[src/rtl/viterbi_pkg.sv]
// Shared types, score limits and saturating arithmetic for the Viterbi trellis engine.
package viterbi_pkg;

    localparam int P_SIZE = 32;

    typedef logic signed [P_SIZE-1:0] t_score;

    localparam t_score SCORE_MAX = {1'b0, {(P_SIZE-1){1'b1}}};
    localparam t_score SCORE_MIN = {1'b1, {(P_SIZE-1){1'b0}}};

    typedef enum logic [2:0] {
        S_IDLE,
        S_INIT,
        S_ACS,
        S_SWAP,
        S_FINAL,
        S_BACK,
        S_EMIT
    } t_vit_state;

    // One guard bit catches the overflow; its disagreement with the MSB picks the clamp side.
    function automatic t_score sat_add(input t_score a, input t_score b);
        logic [P_SIZE:0] s;
        s = {a[P_SIZE-1], a} + {b[P_SIZE-1], b};
        if (s[P_SIZE] != s[P_SIZE-1])
            return s[P_SIZE] ? SCORE_MIN : SCORE_MAX;
        return t_score'(s[P_SIZE-1:0]);
    endfunction

    function automatic t_score sat_sub(input t_score a, input t_score b);
        logic [P_SIZE:0] s;
        s = {a[P_SIZE-1], a} - {b[P_SIZE-1], b};
        if (s[P_SIZE] != s[P_SIZE-1])
            return s[P_SIZE] ? SCORE_MIN : SCORE_MAX;
        return t_score'(s[P_SIZE-1:0]);
    endfunction

endpackage

[src/rtl/viterbi_trellis_engine_bp_ram.sv]
// Backpointer store: one write port, registered read (data valid the cycle after the address).
module viterbi_bp_ram #(
    parameter int DEPTH = 176,
    parameter int AW    = 8,
    parameter int DW    = 4
) (
    input  logic          clk,
    input  logic          we,
    input  logic [AW-1:0] waddr,
    input  logic [DW-1:0] wdata,
    input  logic [AW-1:0] raddr,
    output logic [DW-1:0] rdata
);

    logic [DW-1:0] mem [DEPTH];
    logic [DW-1:0] rdata_q;

    always_ff @(posedge clk) begin
        if (we)
            mem[waddr] <= wdata;
        rdata_q <= mem[raddr];
    end

    assign rdata = rdata_q;

endmodule

[src/rtl/viterbi_trellis_engine.sv]
// Serial log-domain Viterbi decoder with backtrace and valid/ready path output.
// Define VITERBI_NORM_EN to renormalise each score column to a maximum of 0 during SWAP.
module viterbi_trellis_engine
    import viterbi_pkg::*;
#(
    parameter int N_POS     = 11,
    parameter int POS_BITS  = 4,
    parameter int P_SIZE    = 32,
    parameter int MAX_WORDS = 16,
    parameter int WORD_BITS = 4
) (
    input  logic                 clk,
    input  logic                 reset,
    input  logic                 start,
    input  logic [WORD_BITS:0]   n_words,
    output logic                 busy,
    output logic                 done,
    output logic                 error,
    output logic [WORD_BITS-1:0] word_idx,
    output logic [POS_BITS-1:0]  cur_pos,
    output logic [POS_BITS-1:0]  prev_pos,
    input  logic [P_SIZE-1:0]    init_data,
    input  logic [P_SIZE-1:0]    emiss_data,
    input  logic [P_SIZE-1:0]    trans_data,
    output logic                 out_valid,
    input  logic                 out_ready,
    output logic [POS_BITS-1:0]  out_pos,
    output logic [WORD_BITS-1:0] out_idx,
    output logic                 out_last
);

    localparam int BP_DEPTH = MAX_WORDS * N_POS;
    localparam int BP_AW    = $clog2(BP_DEPTH);

    typedef logic [POS_BITS-1:0]  t_pos;
    typedef logic [WORD_BITS-1:0] t_word;

    localparam t_pos LAST_POS = t_pos'(N_POS - 1);

    t_vit_state state_q, state_d;
    t_pos       c_q, c_d, p_q, p_d, arg_q, arg_d;
    t_word      t_q, t_d, nm1_q, nm1_d;
    t_score     best_q, best_d;
    t_score     score_q [N_POS];
    t_score     score_d [N_POS];
    t_score     new_q   [N_POS];
    t_score     new_d   [N_POS];
    t_pos       path_q  [MAX_WORDS];
    t_pos       path_d  [MAX_WORDS];
    logic       done_q, done_d, error_q, error_d;
`ifdef VITERBI_NORM_EN
    logic       sub_q, sub_d;
`endif

    t_score     cand, acs_best;
    t_pos       acs_arg, back_pos;
    logic       take, fin_take, swap_done;
    logic             bp_we;
    logic [BP_AW-1:0] bp_waddr, bp_raddr;
    t_pos             bp_wdata, bp_rdata;

    viterbi_bp_ram #(
        .DEPTH (BP_DEPTH),
        .AW    (BP_AW),
        .DW    (POS_BITS)
    ) u_bp_ram (
        .clk   (clk),
        .we    (bp_we),
        .waddr (bp_waddr),
        .wdata (bp_wdata),
        .raddr (bp_raddr),
        .rdata (bp_rdata)
    );

    always_comb begin
        state_d   = state_q;
        c_d       = c_q;
        p_d       = p_q;
        t_d       = t_q;
        nm1_d     = nm1_q;
        best_d    = best_q;
        arg_d     = arg_q;
        score_d   = score_q;
        new_d     = new_q;
        path_d    = path_q;
        done_d    = 1'b0;
        error_d   = 1'b0;
`ifdef VITERBI_NORM_EN
        sub_d     = sub_q;
`endif
        swap_done = 1'b0;
        back_pos  = '0;
        bp_we     = 1'b0;
        bp_waddr  = '0;
        bp_wdata  = '0;
        bp_raddr  = '0;
        word_idx  = '0;
        cur_pos   = '0;
        prev_pos  = '0;
        out_valid = 1'b0;
        out_pos   = '0;
        out_idx   = '0;
        out_last  = 1'b0;

        // The first predecessor always seeds the running best; later ones must be strictly better.
        cand     = sat_add(score_q[p_q], trans_data);
        take     = (p_q == '0) || (cand > best_q);
        acs_best = take ? cand : best_q;
        acs_arg  = take ? p_q : arg_q;
        fin_take = (c_q == '0) || (score_q[c_q] > best_q);

        case (state_q)
            S_IDLE: begin
                if (start) begin
                    if (n_words == '0 || n_words > (WORD_BITS+1)'(MAX_WORDS)) begin
                        error_d = 1'b1;
                    end else begin
                        nm1_d   = t_word'(n_words - 1'b1);
                        c_d     = '0;
                        p_d     = '0;
                        t_d     = '0;
                        state_d = S_INIT;
                    end
                end
            end
            S_INIT: begin
                cur_pos         = c_q;
                score_d[c_q]    = sat_add(init_data, emiss_data);
                if (c_q == LAST_POS) begin
                    c_d     = '0;
                    t_d     = t_word'(1);
                    state_d = (nm1_q == '0) ? S_FINAL : S_ACS;
                end else begin
                    c_d = c_q + 1'b1;
                end
            end
            S_ACS: begin
                word_idx = t_q;
                cur_pos  = c_q;
                prev_pos = p_q;
                best_d   = acs_best;
                arg_d    = acs_arg;
                if (p_q == LAST_POS) begin
                    new_d[c_q] = sat_add(acs_best, emiss_data);
                    bp_we      = 1'b1;
                    bp_waddr   = BP_AW'(int'(t_q) * N_POS + int'(c_q));
                    bp_wdata   = acs_arg;
                    p_d        = '0;
                    if (c_q == LAST_POS) begin
                        c_d     = '0;
                        state_d = S_SWAP;
                    end else begin
                        c_d = c_q + 1'b1;
                    end
                end else begin
                    p_d = p_q + 1'b1;
                end
            end
            S_SWAP: begin
`ifdef VITERBI_NORM_EN
                // Scan for the column maximum, then subtract it everywhere in one cycle.
                if (!sub_q) begin
                    if (c_q == '0 || new_q[c_q] > best_q)
                        best_d = new_q[c_q];
                    if (c_q == LAST_POS) begin
                        c_d   = '0;
                        sub_d = 1'b1;
                    end else begin
                        c_d = c_q + 1'b1;
                    end
                end else begin
                    for (int i = 0; i < N_POS; i++)
                        score_d[i] = sat_sub(new_q[i], best_q);
                    sub_d     = 1'b0;
                    swap_done = 1'b1;
                end
`else
                score_d   = new_q;
                swap_done = 1'b1;
`endif
                if (swap_done) begin
                    if (t_q == nm1_q) begin
                        c_d     = '0;
                        state_d = S_FINAL;
                    end else begin
                        t_d     = t_q + 1'b1;
                        state_d = S_ACS;
                    end
                end
            end
            S_FINAL: begin
                if (fin_take) begin
                    best_d = score_q[c_q];
                    arg_d  = c_q;
                end
                if (c_q == LAST_POS) begin
                    c_d     = '0;
                    t_d     = nm1_q;
                    state_d = S_BACK;
                end else begin
                    c_d = c_q + 1'b1;
                end
            end
            S_BACK: begin
                // Each cycle consumes the previous cycle's RAM read and launches the next one.
                back_pos     = (t_q == nm1_q) ? arg_q : bp_rdata;
                path_d[t_q]  = back_pos;
                bp_raddr     = BP_AW'(int'(t_q) * N_POS + int'(back_pos));
                if (t_q == '0)
                    state_d = S_EMIT;
                else
                    t_d = t_q - 1'b1;
            end
            S_EMIT: begin
                out_valid = 1'b1;
                out_pos   = path_q[t_q];
                out_idx   = t_q;
                out_last  = (t_q == nm1_q);
                if (out_ready) begin
                    if (t_q == nm1_q) begin
                        done_d  = 1'b1;
                        t_d     = '0;
                        state_d = S_IDLE;
                    end else begin
                        t_d = t_q + 1'b1;
                    end
                end
            end
            default: state_d = S_IDLE;
        endcase
    end

    always_ff @(posedge clk) begin
        if (!reset) begin
            state_q <= S_IDLE;
            c_q     <= '0;
            p_q     <= '0;
            t_q     <= '0;
            nm1_q   <= '0;
            best_q  <= '0;
            arg_q   <= '0;
            score_q <= '{default: '0};
            new_q   <= '{default: '0};
            path_q  <= '{default: '0};
            done_q  <= 1'b0;
            error_q <= 1'b0;
`ifdef VITERBI_NORM_EN
            sub_q   <= 1'b0;
`endif
        end else begin
            state_q <= state_d;
            c_q     <= c_d;
            p_q     <= p_d;
            t_q     <= t_d;
            nm1_q   <= nm1_d;
            best_q  <= best_d;
            arg_q   <= arg_d;
            score_q <= score_d;
            new_q   <= new_d;
            path_q  <= path_d;
            done_q  <= done_d;
            error_q <= error_d;
`ifdef VITERBI_NORM_EN
            sub_q   <= sub_d;
`endif
        end
    end

    assign busy  = (state_q != S_IDLE);
    assign done  = done_q;
    assign error = error_q;

endmodule

[config.mk]
export PLATFORM = sky130hd
export DESIGN_NAME = viterbi_trellis_engine
export DESIGN_NICKNAME = d
export VERILOG_FILES = /design/src/rtl/viterbi_pkg.sv /design/src/rtl/viterbi_trellis_engine_bp_ram.sv /design/src/rtl/viterbi_trellis_engine.sv
export SDC_FILE = /design/constraint.sdc
export NUM_CORES = 2
export LEC_CHECK = 0
export ABC_AREA = 1
export CELL_PAD_IN_SITES_DETAIL_PLACEMENT = 2
export CELL_PAD_IN_SITES_GLOBAL_PLACEMENT = 2
export CORE_MARGIN = 2
export CORE_UTILIZATION = 38
export CTS_CLUSTER_SIZE = 16
export DETAILED_ROUTE_END_ITERATION = 7
export GPL_TIMING_DRIVEN = 1
export PLACE_DENSITY_LB_ADDON = 0.05
export SYNTH_ARGS = -nofsm -noshare
export SYNTH_HDL_FRONTEND = slang
export SYNTH_SLANG_ARGS = --single-unit
export TNS_END_PERCENT = 5
[constraint.sdc]
create_clock -name clk -period 13.1 [get_ports clk]
set_input_delay 1.965 -clock clk [delete_from_list [all_inputs] [get_ports clk]]
set_output_delay 1.965 -clock clk [all_outputs]
set_load 0.005 [all_outputs]
==> summary.md <==
| Metric | Value |
|---|---|
| Status | finished clean |
| Hold Crit Endpoint | score_q[63] |
| Seq cells post-synth | about 1500 |
| First-pass GRT wire length | between 500000 and 600000 um |
| Critical path origin | p_q[0] |
| CP max stage delay | 0.66 ns |
| Global route overflow | 0 |
| Clock buffer depth | 3 |
| Worst R2R Start | p_q[0] |
| Unique masters post-synth | 52 |
| Worst hold start | new_q[63] |
| Final Max Slew Viols | 0 |
| Layout area overhead | 12.4% |
| Avg WL per Cell | 32.0 um |
| Root Driver | clkbuf_16 |
| Global Route Usage Sum | between 30% and 40% |
| Drt first pass iters | 6 |
| DRC | 0 |
| Crit start category | register |
| Setup TNS | 0 ns |
| Leak | 36.1 nW |
| Crit Path Max Fanout | ~40 |
| Detailed Route WL | 403000 um |
| Row cnt | between 150 and 200 |
| CP Capture Type | register |
| Top cell type by total area after synthesis | edfxtp_1 |
| Slew @ Worst Pin | between 1 and 1.5 ns |
| Post-route setup slack | 0.656 ns |
| Avg Synthesized Cell Area | 7.89 um2 |
| Antenna-violating nets left | 0 |
| Inserted Clock Buffers | 180 |
| CTS tree | done |
| Final count of hold timing violations | 0 |
| TritonCTS Sinks | 1533 |
| Post-synth ARST share | 0% |
| Flop-to-flop setup slack | ~0.66 ns |
| Post-CTS setup buffers | 0 |
| Slowest-stage cell, CP | dfxtp_4 |
| Class of the worst hold path | reg -> reg |
| Die Area | 210000 um2 |
| Dpl cell area | 82200 um2 |
| Max-cap violations | 0 |
| Data required, critical path | 13.84 ns |
| Design area | slightly below 90000 um2 |
| Final number of setup-violating endpoints | 0 |
| Max IR drop VDD | 0.000307 V |
| Core Area | 205000 um2 |
| # hold bufs at CTS | 0 |
| Power density over the cells | ~260 nW/um2 |
| Via/cell ratio | just over 6 |
| Syn. warnings | 0 |
| CTS clk-pin slew, worst paths | around 0.060 ns |
| CTS resizes | 0 |
| 1st-iter DRT viols | roughly 6900 |
| Max Freq | 0.0804 GHz |
| Vias in the first global route | around 81000 |
| Top FF cell, synth | dfxtp_1 |
| Slew headroom | under 10% |
| Reg2reg end | new_q[119] |
| Post-synthesis instance total | 9949 |
| Area contributors post-synth | edfxtp_1, dfxtp_1, o21ai_0, nor2_1, nand3_1 |
| Arrival @ worst endpoint | 13.18 ns |
| Hold depth | 2 |
| Input/output buffers | between 100 and 150 |
| Clock Skew | 0.0704 ns |
| RSZ-0062 raised after global routing | no |
| Nets | 10000 |
| I/O pin cnt | 130 |
| WS Path Type | reg -> reg |
| Die width | 459 um |
| Pwr Total | roughly 23 mW |
| R2R depth | 55 |
| Pin count of the biggest net entering global routing | 184 |
| Syn nets | ~10000 |
| Ratio of cells with drive above 1 in the final layout | 7.21% |
| Initial core utilization | between 30% and 40% |
| Initial antenna violation count | 32 |
| Dpl hpwl | around 250000 um |
| H-Tree Depth | 4 |
| Fin crit period | between 10 and 15 ns |
| Final GP Congestion | 0.935 |
| Dpl ws | 0.754 ns |
| Hold WS | 0.507 ns |
| Die Ht | roughly 460 um |
| Yosys top cell area share | 26.9% |
| Vias | 76600 |
| Mapped Area | 78500 um2 |
| Post-synth EDFFs | 704 |
| Register area share after synthesis | 48.1% |
| Final period util | 95.0% |
| Clock insertion delay at the later pin of the skew report | 0.89 ns |
| Most frequent cell on the critical path | nand2_1 |
==> sequential cells by signal, summed over array words and instances (netlist names) <==
signal	count
arg_q	4
best_q	32
c_q	4
done	1
error	1
new_q	352
nm1_q	4
p_q	4
path_q	64
score_q	352
state_q	3
t_q	4
u_bp_ram.mem	704
u_bp_ram.rdata	4
==> how the worst max path moves through the flow <==
stage	cells after the start	slack, ns	end
floorplan	32	2.14	u_bp_ram.mem[0][3]
global placement	56	0.73	new_q[350]
detailed placement	57	0.75	new_q[170]
CTS	57	0.63	new_q[119]
global route	54	0.08	new_q[183]
finish	55	0.66	new_q[119]
==> layer usage <==
| layer | track usage [%] | vias to the layer above | part of all wire, % |
|---|---|---|---|
| met3 | 7.09 | 1062 | 6.9 |
| met5 | 0 | - | 0.035 |
| met2 | 60.3 | 2987 | 46 |
| met4 | 26.3 | 22 | 7.9 |
| li1 | - | 33100 | - |
| met1 | 45.1 | 39400 | 39 |
==> Yosys cell counts (all sizes together) (152+ instances only) <==
library cell and n:
a21oi 879, a22oi 304, buf 173, clkbuf 519, dfxtp 829, edfxtp 704
ha 192, inv 1219, nand2 1191, nand3 905, nor2 1267, o21ai 968
o22ai 191, or2 152
==> layout make-up <==
type,count,area (um2)
clock inverter,79,948
tap,2688,3360
fill,22900,117000
antenna,17,42.5
timing repair buffer,292,2660
clock buffer,253,5120
multi-input combinational,6495,33700
sequential,1533,37700
inverter,1229,4650
==> report_power, final <==
group / internal (mW) / leakage, nW / switching [mW]
clock network: 2.95 / 2.95 / 2.27
logic: 2.46 / 18.3 / 10.2
registers: 5.05 / 14.9 / 0.0705
total: 10.5 / 36.1 / 12.5
==> per-stage QoR <==
step / cells / utilization (%)
2_1_floorplan: 9949 / -
3_3_place_gp: 12200 / 40.1
3_5_place_dp: 12200 / 40.1
4_1_cts: 12600 / 43.0
5_1_grt: 12600 / 43.0
6_report: 12600 / 43.1
==> cells by family after synthesis <==
family / after synthesis / share of synthesized area [%]
fa+ha+maj: 198 / 3.21
simple gates: 3608 / 19.6
buf+inv: 1921 / 9.42
flops: 1533 / 48.1
compound gates: 2631 / 19.1
xor+xnor: 58 / 0.647
==> placed cells by master (no fill, tap or decap), types with 151 or more instances in the layout <==
cell type / instances
nor2_1: 1211
inv_1: 1180
nand2_1: 1180
o21ai_0: 951
nand3_1: 903
a21oi_1: 879
dfxtp_1: 827
edfxtp_1: 704
a22oi_1: 304
o22ai_1: 191
ha_1: 191
clkbuf_16: 181
buf_4: 152
or2_2: 151
==> worst max-delay path: cells and delay by family, from the launching register on <==
kind	cells	cell delay [ns]
adder cells (fa/ha/maj)	6	2.14
AND/OR/NAND/NOR	36	5.76
AO/OA/AOI/OAI	3	0.66
buffers and inverters	10	2.99
flip-flops	1	0.66
Note: power is estimated with default switching activity, not from simulation.
